File: config.mk
export PLATFORM = sky130hd
export DESIGN_NAME = local_history_predictor
export DESIGN_NICKNAME = d
export VERILOG_FILES = /design/src/rtl/local_history_predictor.sv
export SDC_FILE = /design/constraint.sdc
export NUM_CORES = 1
export LEC_CHECK = 0
export ABC_CLOCK_PERIOD_IN_PS = 3200
export CAP_MARGIN = 20
export CORE_AREA = 2 2 139 107
export DETAILED_ROUTE_END_ITERATION = 16
export DIE_AREA = 0 0 141 109
export HOLD_SLACK_MARGIN = 0.08
export PLACE_DENSITY = 0.8
export SETUP_SLACK_MARGIN = 0.5
export SKIP_CTS_REPAIR_TIMING = 1
export SYNTH_ARGS = -nofsm -noshare
export SYNTH_HDL_FRONTEND = slang
export SYNTH_SLANG_ARGS = --single-unit
File: constraint.sdc
create_clock -name clk -period 3.2 [get_ports clk]
set_input_delay 0.96 -clock clk [delete_from_list [all_inputs] [get_ports clk]]
set_output_delay 0.96 -clock clk [all_outputs]
set_load 0.02 [all_outputs]
File: src/rtl/local_history_predictor.sv
// Two-level local-history branch predictor: per-branch history (BHT) indexes saturating counters (PHT).
// Define BP_BYPASS_EN to forward a same-cycle update into the prediction path.
module local_history_predictor #(
  parameter int BHT_IDX_W = 3,
  parameter int HIST_W    = 3,
  parameter int CTR_W     = 2
) (
  input  logic                 clk,
  input  logic                 rst_n,
  input  logic                 pred_valid,
  input  logic [BHT_IDX_W-1:0] pred_idx,
  output logic                 pred_out_valid,
  output logic                 pred_taken,
  output logic [HIST_W-1:0]    pred_hist,
  input  logic                 upd_valid,
  input  logic [BHT_IDX_W-1:0] upd_idx,
  input  logic [HIST_W-1:0]    upd_hist,
  input  logic                 upd_taken,
  output logic                 ready
);
  localparam int PHT_IDX_W = HIST_W + BHT_IDX_W;
  localparam int BHT_DEPTH = 2**BHT_IDX_W;
  localparam int PHT_DEPTH = 2**PHT_IDX_W;
  localparam logic [CTR_W-1:0]     CTR_WNT  = {1'b0, {(CTR_W-1){1'b1}}};
  localparam logic [CTR_W-1:0]     CTR_MAX  = '1;
  localparam logic [CTR_W-1:0]     CTR_MIN  = '0;
  localparam logic [PHT_IDX_W-1:0] PTR_LAST = '1;

  typedef enum logic {INIT, READY} state_e;

  state_e                 state_q, state_d;
  logic [PHT_IDX_W-1:0]   init_ptr_q, init_ptr_d;
  logic [HIST_W-1:0]      bht_q [BHT_DEPTH];
  logic [CTR_W-1:0]       pht_q [PHT_DEPTH];

  logic                   pred_vld_q;
  logic                   pred_taken_q;
  logic [HIST_W-1:0]      pred_hist_q;

  logic                   upd_en, pred_en;
  logic [PHT_IDX_W-1:0]   upd_addr, pr_addr;
  logic [CTR_W-1:0]       upd_ctr, upd_ctr_new, pr_ctr;
  logic [HIST_W-1:0]      upd_bht_new, pr_hist;

  always_ff @(posedge clk or negedge rst_n) begin
    if (!rst_n) begin
      state_q    <= INIT;
      init_ptr_q <= '0;
    end else begin
      state_q    <= state_d;
      init_ptr_q <= init_ptr_d;
    end
  end

  always_comb begin
    state_d    = state_q;
    init_ptr_d = init_ptr_q;
    case (state_q)
      INIT: begin
        init_ptr_d = init_ptr_q + 1'b1;
        if (init_ptr_q == PTR_LAST) state_d = READY;
      end
      READY:   state_d = READY;
      default: state_d = INIT;
    endcase
  end

  assign ready   = (state_q == READY);
  assign upd_en  = ready && upd_valid;
  assign pred_en = ready && pred_valid;

  // Update trains the counter addressed by the history the branch was predicted with.
  always_comb begin
    upd_addr    = {upd_hist, upd_idx};
    upd_ctr     = pht_q[upd_addr];
    upd_ctr_new = upd_ctr;
    if (upd_taken) begin
      if (upd_ctr != CTR_MAX) upd_ctr_new = upd_ctr + 1'b1;
    end else begin
      if (upd_ctr != CTR_MIN) upd_ctr_new = upd_ctr - 1'b1;
    end
    upd_bht_new = {bht_q[upd_idx][HIST_W-2:0], upd_taken};
  end

  always_comb begin
    pr_hist = bht_q[pred_idx];
`ifdef BP_BYPASS_EN
    if (upd_en && (upd_idx == pred_idx)) pr_hist = upd_bht_new;
`endif
    pr_addr = {pr_hist, pred_idx};
    pr_ctr  = pht_q[pr_addr];
`ifdef BP_BYPASS_EN
    if (upd_en && (pr_addr == upd_addr)) pr_ctr = upd_ctr_new;
`endif
  end

  // Table contents are established by the INIT sweep, so no reset here.
  always_ff @(posedge clk) begin
    if (state_q == INIT) begin
      pht_q[init_ptr_q]                  <= CTR_WNT;
      bht_q[init_ptr_q[BHT_IDX_W-1:0]]   <= '0;
    end else if (upd_valid) begin
      pht_q[upd_addr] <= upd_ctr_new;
      bht_q[upd_idx]  <= upd_bht_new;
    end
  end

  always_ff @(posedge clk or negedge rst_n) begin
    if (!rst_n) begin
      pred_vld_q   <= 1'b0;
      pred_taken_q <= 1'b0;
      pred_hist_q  <= '0;
    end else begin
      pred_vld_q <= pred_en;
      if (pred_en) begin
        pred_taken_q <= pr_ctr[CTR_W-1];
        pred_hist_q  <= pr_hist;
      end
    end
  end

  assign pred_out_valid = pred_vld_q;
  assign pred_taken     = pred_taken_q;
  assign pred_hist      = pred_hist_q;
endmodule

# Yosys cells after proc, flatten, opt, wreduce, memory -nomap -nowiden
# Memory sizes are Yosys's and may differ from the RTL's. A register that Yosys moved wholly into a read port is not among the register bits.
# Index checks and enable logic that the tools add are counted.
[classes] n_lt_le_gt_ge=0 eq_ne=2 bitwise=1 div_mod_pow=0 addsub=3 n_shift=0 multipliers=0 mux=15 reduce_logical=5
[op_table] operator="two-way mux 2 bit" n=4
[op_table] operator="two-way mux 1 bit" n=7
[op_table] operator="adder 6 x 1 -> 6 bit, second input constant" n=1
[op_table] operator="== test 6 bit, second input constant" n=1
[op_table] operator="two-way mux 3 bit" n=2
[op_table] operator="two-way mux 6 bit" n=1
[op_table] operator="OR reduction 3 bit" n=1
[op_table] operator="adder 2 x 1 -> 2 bit, second input constant" n=1
[op_table] operator="inequality test 2 bit, second input constant" n=1
[op_table] operator="case mux 1 bit (2 select lines)" n=1
[op_table] operator="nonzero test 2 bit" n=1
[op_table] operator="OR reduction 2 bit" n=1
[op_table] operator="subtractor 2 x 1 -> 2 bit, second input constant" n=1
[op_table] operator="logical AND 1 bit" n=1
[op_table] operator="logical NOT 1 bit" n=1
[op_table] operator="NOT 1 bit" n=1
[word_totals] reg_bits=11 rom_bits=0 out_inout_bits=6 ram_bits=152 wordCells=32 in_bits=14 latch_bits=0 n_memories=2
[memory_table] memory="pht_q" words=64 width=2 rd=2 rd_ports_with_merged_regs=1 wr=1 line_no="34" source="logic [CTR_W-1:0] pht_q [PHT_DEPTH];"
[memory_table] memory="bht_q" words=8 width=3 rd=2 rd_ports_with_merged_regs=0 wr=1 line_no="33" source="logic [HIST_W-1:0] bht_q [BHT_DEPTH];"

# Logic depth before layout (Yosys ltp)
# Gate-level depths: netlist of the first run.
[logic_depth] ltp_word=5 ltp_mapped=9 mapped_depth_nobuf=7

# Worst setup path before layout of the first run
# No wires, ideal clock.
[synth_path] kind="input to register" start="input upd_idx[0]" end="memory pht_q[0][0], data pin" arrival_time_ps=3320 setup_ps=356 n_path_buf=1 t_required_ps=2844 path_stages=8 setup_slack_ps=-476 cell_sequence="buf_6 mux4_2 nor2b_1 a211oi_1 a311oi_1 a22o_1 maj3_2 nand2_1"
[synth_via] elab_chain_cells=5 elab_cells_between_ends=9 cone_classes="add/sub (2); eq/ne (1); mux (4); reduce/logical (1); memory (1)"
[synth_lines] element="start, declared" line_no="16" source="input logic [BHT_IDX_W-1:0] upd_idx,"
[synth_lines] element="memory (64 x 2 bit) (*)"
[synth_lines] element="subtractor 2 x 1 -> 2 bit (tied with other cells)" line_no="80" source="if (upd_ctr != CTR_MIN) upd_ctr_new = upd_ctr - 1'b1;"
[synth_lines] element="two-way mux 2 bit, on equally long branches" line_no="80, 78"
[synth_lines] element="two-way mux 2 bit (*)" line_no="77" source="if (upd_taken) begin"
[synth_lines] element="two-way mux 2 bit (no source line) (*)"
[synth_lines] element="end, declared" line_no="34"
# Mark *: on every way between the ends. The rest lies on a longest branch, timed or not.

# Final worst setup path of the first run
[layout_path] start="input upd_idx[1]" end="memory pht_q[54][0], data pin"
# Same word-level chain as after synthesis.

==> results.yml, run 1 <==
detailed_routing:
  via_per_inst: 6.38
  avgRoutedWirePerCell_um: 26.4
  via_count: 4984
  routed_wl_mm: 20.6
  first_pass_iters: 5
  drtIter0Drc: 538
  ant_nets: 0
  drc: 0
sta:
  period_needed_ps: 2930
  rsz0062_at_grt: "true"
  fmax_mhz: 341
  fin_crit_sh_pct: 91.7
  slew_headroom_pct: 66.4
  finalHoldViolCount: 0
  tightest_slew_ps: 502
  report.final.slew_viol_count: 0
  fin_skew_ps: 16.5
  fin_ws_ps: 266
  setup_viol: 0
power_and_ir_drop:
  p_int_mw: 3.49
  peakVddDrop_uv: 388
  p_comb_share_pct: 5.8
  power.share.switching_pct: 21.1
  pwr-share-clk_pct: 42.0
  p_seq_share_pct: 52.1
  p_leak_nw: 2.99
  power_mw: 4.43
  pwr_density_cell_nw_per_um2: 464
  power.switching_uw: 933
setup_path:
  cp.arrival_ps: 3230
  rrSetupSlack_ps: 670
  r2r_end: "pht_q[50][1]"
  startpoint_type: "primary input"
  critPathKind: "in -> reg"
  cp_slowest_cell: "mux4_2"
  crit_chain: "buf_12 > buf_12 > buf_4 > buf_4 > mux4_2 > mux2i_1 > a311oi_1 > a22o_1 > maj3_2 > nand2_8 > clkbuf_16"
  setup.worst_path.end_class: "register"
  critical-path-max-stage-delay_ps: 410
  r2r-start: "pht_q[28][1]"
  crit_fanout: 8
  worstRegToRegCells: 8
  cp.required_ps: 3500
layout:
  postLayoutCoreUtil_pct: 67.5
  nNetsFinal: 606
  nFillCells: 909
  insertedDiodeCount: 0
  fin_area_um2: 9530
  final_cell_mix: "edfxtp_1, nor2_1, buf_4"
  final_cells: 781
  layout_commonest_cell: "edfxtp_1"
  area_growth_pct: 25.9
  drive_above_1_share_pct: 34.3
logic_synthesis:
  synth_ff_type: "edfxtp_1"
  synth-async-reset-ratio_pct: 7.32
  syn_area_per_cell_um2: 15.6
  syn_inst: 485
  synth_edf_count: 152
  synth_nets: 500
  netlist_area_um2: 7570
  ys_types: 45
  ys_seq_area_share_pct: 64.3
  yosysWarnings: 0
  synth_seq_cells: 164
cts:
  numCtsBuffers: 17
  htreeDepth: 4
  clock_latency_ps: 440
  cts_sinks: 164
  cts_root_buf: "clkbuf_16"
  path_clk_slew_ps: 60
  cts_tree: "built"
  clock_path_buffers: 2
global_routing:
  grt_max_degree: 29
  grt_pass1_wl_mm: 28.4
  grt-ovfl-total: 0
  grt_antenna_before_repair: 0
  grt_usage_pct: 26.1
  grt_pass1_vias: 4869
placement:
  placed_cells: 722
  portBuffers: 19
  place_ws_ps: -401
  place_hpwl_mm: 12.9
  dpl_cell_area_um2: 8510
  gp_congestion: 0.944
floorplan:
  io_pins: 20
  placementRows: 38
  core_area_um2: 14100
  die_y_um: 109
  dieArea_um2: 15400
  fp.dieW_um: 141
  floorplan.initialDensity_pct: 53.6
worst_hold_path:
  hold_depth: 2
  hold_start: "pred_hist[1]"
  min_to: "pred_hist[1]"
  hp-class: "reg -> reg"
run_status:
  status: "finished clean"
job:
  cap_viol_max_count: 0
## power groups by stage
stage	clock [mW]	combinational, mW	sequential, mW
CTS	1.86	0.206	2.31
global placement	0	0.201	2.35
detailed placement	0	0.205	2.35
global route	1.96	0.268	2.31
finish	1.86	0.257	2.31
floorplan	0	0.119	2.35
## layer usage
layer  track usage [%]  share of wire [%]
met1              35.2                 39
met2              40.1                 47
met3              7.69                 11
met4              11.2                3.3
met5                 0                  0
## kinds of logic (layout without fill, tap and decap cells)
| kind of cell | after synthesis | in the layout | share of synthesized area [%] |
|---|---|---|---|
| adders and majority gates | 2 | 2 | 0.314 |
| AOI/OAI and AO/OA | 43 | 43 | 3.80 |
| DFF | 164 | 164 | 64.3 |
| xor gates and xnor gates | 5 | 5 | 0.578 |
| and+or+nand+nor | 150 | 150 | 8.66 |
| muxes | 77 | 77 | 19.5 |
| buffers and inverters | 44 | 160 | 2.86 |
## final cells by class
| cell class | count | area [µm²] | area share, % |
|---|---|---|---|
| flip-flops and latches | 164 | 4870 | 51.1 |
| clock buffers | 19 | 433 | 4.54 |
| well taps | 180 | 225 | 2.36 |
| clock inverters | 10 | 85.1 | 0.893 |
| inverters | 17 | 63.8 | 0.670 |
| multi-input cells | 277 | 2590 | 27.2 |
| repair buffers | 114 | 1260 | 13.3 |
## sequential cells by signal, indices dropped and copies added, names as in the netlist
register and count:
pred_out_valid 1, pht_q 128, pred_taken 1, init_ptr_q 6, pred_hist 3, bht_q 24, ready 1
## worst max-delay path: cells and delay by family
kind	cells	cell delay, ps
AO/OA/AOI/OAI	2	420
buffers and inverters	5	690
adder cells (fa/ha/maj)	1	370
AND/OR/NAND/NOR	1	160
multiplexers	2	620
## worst max path at each step
stage / startpoint / end / slack, ps / depth (start not counted)
2_1_floorplan: upd_idx[1] / pht_q[0][0] / 290 / 8
3_3_place_gp: upd_idx[0] / pht_q[13][0] / -360 / 10
3_5_place_dp: upd_idx[0] / pht_q[30][0] / -400 / 10
4_1_cts: upd_idx[0] / pht_q[29][0] / 60 / 10
5_1_grt: upd_idx[1] / pht_q[59][1] / 210 / 10
6_report: upd_idx[1] / pht_q[54][0] / 270 / 11
## metrics by stage
| step | TNS (ps) | hold slack, ps |
|---|---|---|
| 6_report | 0 | 483 |
| 5_1_grt | 0 | 497 |
| 4_1_cts | 0 | 481 |
| 3_5_place_dp | -47340 | 467 |
| 3_3_place_gp | -41890 | 463 |
| 2_1_floorplan | 0 | 479 |
## synthesized netlist by cell type, types with 8 or more instances
| library cell | n | area, µm² |
|---|---|---|
| a31oi_1 | 8 | 50.1 |
| buf_2 | 8 | 40.0 |
| clkbuf_1 | 10 | 37.5 |
| dfrtp_1 | 12 | 300 |
| edfxtp_1 | 152 | 4560 |
| inv_1 | 16 | 60.1 |
| mux2i_1 | 16 | 160 |
| mux4_2 | 56 | 1260 |
| nand2_1 | 35 | 131 |
| nand2b_1 | 9 | 56.3 |
| nand3_1 | 9 | 45.0 |
| nor2_1 | 76 | 285 |
| o21ai_0 | 10 | 50.1 |
No activity file was read; power rests on OpenSTA's default activity.
==> run 2, diff against run 1 <==
Settings changed: SKIP_CTS_REPAIR_TIMING 1 to not set.
==> run 2 against run 1 <==
Worst setup slack got worse by 64 ps. Sequential power hardly changed. Final cell count is 0.38% higher. Utilization rose by 1.3 points. Hold slack got worse by 1.2 ps. Clock power hardly changed. Wire length rose by 3.4%. Non-clock buffer count is 3 higher. Critical endpoint is now pht_q[23][1]. Largest power group unchanged.
==> results.yml, run 2 (synthesized netlist as in run 1, its figures left out) <==
detailed_routing:
  via_count: 5125
  drtIter0Drc: 572
  ant_nets: 0
  avgRoutedWirePerCell_um: 27.2
  routed_wl_mm: 21.3
  first_pass_iters: 5
  drc: 0
  via_per_inst: 6.54
setup_path:
  critPathKind: "in -> reg"
  startpoint_type: "primary input"
  crit_chain: "buf_12 > buf_12 > mux4_2 > a22oi_2 > a31oi_1 > o21bai_1 > buf_4 > o211ai_1 > nand3_1 > nand2_8 > clkbuf_16"
  cp.required_ps: 3380
  cp.arrival_ps: 3180
  worstRegToRegCells: 9
  cp_slowest_cell: "mux4_2"
  critical-path-max-stage-delay_ps: 520
  cp_common_cell: "buf_12"
  crit_fanout: 8
  rrSetupSlack_ps: 600
  setup.worst_path.end_class: "register"
global_routing:
  grtUsageMet1_pct: 36.1
  grt_pass1_vias: 5148
  grt_antenna_before_repair: 0
  grt_pass1_wl_mm: 30.9
  met3_usage_pct: 10.1
  grt_usage_pct: 28.6
  grt-ovfl-total: 0
  grt_max_degree: 29
  busiest_layer: "met2"
  grtUsageMet2_pct: 44.7
sta:
  fin_ws_ps: 202
  finalHoldViolCount: 0
  setup_tns_ps: 0
  fin_crit_sh_pct: 93.7
  fin_skew_ps: 11.8
  slew_headroom_pct: 66.3
  setup_viol: 0
  report.final.slew_viol_count: 0
  period_needed_ps: 3000
  fmax_mhz: 334
  tightest_slew_ps: 504
  rsz0062_at_grt: "true"
placement:
  place_ws_ps: -401
  gp_congestion: 0.944
  place_hpwl_mm: 12.9
  portBuffers: 19
job:
  cap_viol_max_count: 0
power_and_ir_drop:
  p_leak_nw: 3.09
  pwr_density_cell_nw_per_um2: 457
  p_int_mw: 3.50
  pwr-share-clk_pct: 41.9
  peakVddDrop_uv: 379
  p_seq_share_pct: 51.9
  power.share.switching_pct: 21.2
  p_comb_share_pct: 6.1
  power.switching_uw: 942
worst_hold_path:
  hold_depth: 2
  hp-class: "reg -> reg"
layout:
  drive_above_1_share_pct: 35.9
  nNetsFinal: 609
  final_cell_mix: "edfxtp_1, nor2_1, mux4_2, buf_4, nand2_1"
  largest-register: "pht_q"
  layout_commonest_cell: "edfxtp_1"
  postLayoutCoreUtil_pct: 68.8
  largest_reg_flops: 128
  largestRegisters: "pht_q: 128 flops, bht_q: 24 flops, init_ptr_q: 6 flops"
  insertedDiodeCount: 0
  area_growth_pct: 28.4
  nFillCells: 876
cts:
  path_clk_slew_ps: 60
  cts_root_buf: "clkbuf_16"
  cts_hold_buf: 0
  htreeDepth: 4
  clock_latency_ps: 430
  cts_tree: "built"
  numCtsBuffers: 17
  cts_sinks: 164
  clock_path_buffers: 2
floorplan:
  die_y_um: 109
  io_pins: 20
  core_area_um2: 14100
  dieArea_um2: 15400
  floorplan.initialDensity_pct: 53.6
  fp.dieW_um: 141
  placementRows: 38
run_status:
  status: "finished clean"
-- run 2: cell count changes in the layout (fill, tap and decap cells not counted), moves of 3 or more --
cell	delta
buf_4	-9
buf_12	+5
buf_16	+4
buf_6	+4
clkbuf_16	-4
nor2_2	+3
-- run 2: path summary, 6_finish.rpt --
kind / from / end
worst min-delay path: pred_hist[1] / pred_hist[1]
worst max-delay path: upd_idx[1] / pht_q[23][1]
min in group asynchronous: rst_n / pred_hist[2]
max in group asynchronous: rst_n / ready
worst min register to register: pred_hist[1] / pred_hist[1]
worst max register to register: pht_q[24][1] / pht_q[23][1]
-- run 2: power groups by stage --
stage               Combinational (mW)  Sequential (mW)  Clock [mW]
detailed placement               0.205             2.35           0
global route                     0.284             2.31        1.96
CTS                              0.257             2.31        1.86
finish                           0.272             2.31        1.86
global placement                 0.201             2.35           0
floorplan                        0.119             2.35           0
-- run 2: final cells by class --
class	instances	area (µm²)	share of cell area, %
multi-input combinational	277	2630	27.0
clock inverter	10	85.1	0.876
tap	180	225	2.32
clock buffer	19	433	4.46
timing repair buffer	117	1420	14.6
sequential	164	4870	50.1
inverter	17	63.8	0.657
-- run 2: per-stage QoR --
step | power (mW) | instances | hold slack [ps] | cell area [µm²]
after CTS | 4.43 | 776 | 481 | 9510
after global routing | 4.55 | 784 | 497 | 9720
final | 4.44 | 784 | 482 | 9720
after global placement | 2.55 | 722 | 463 | 8510
after floorplan | 2.47 | 485 | 479 | 7620
after detailed placement | 2.56 | 722 | 467 | 8510
-- run 2: timing repair --
item,CTS,global route
setup buffers,19,2
pin swaps,16,14
endpoints found under the setup margin,130,242
gates resized for setup,42,18
cloned,6,6
-- run 2: worst max-delay path: cells and delay by family --
kind	cells	cell delay, ps
buf+inv	4	580
compound gates	4	720
mux	1	520
simple gates	2	410
-- run 2: metal layers --
layer	part of all wire (%)	vias to the layer above	wire length, µm
met3	12	76	2650
li1	-	2115	-
met1	37	2535	7850
met2	46	399	9890
met5	0	-	0
met4	4.2	0	898
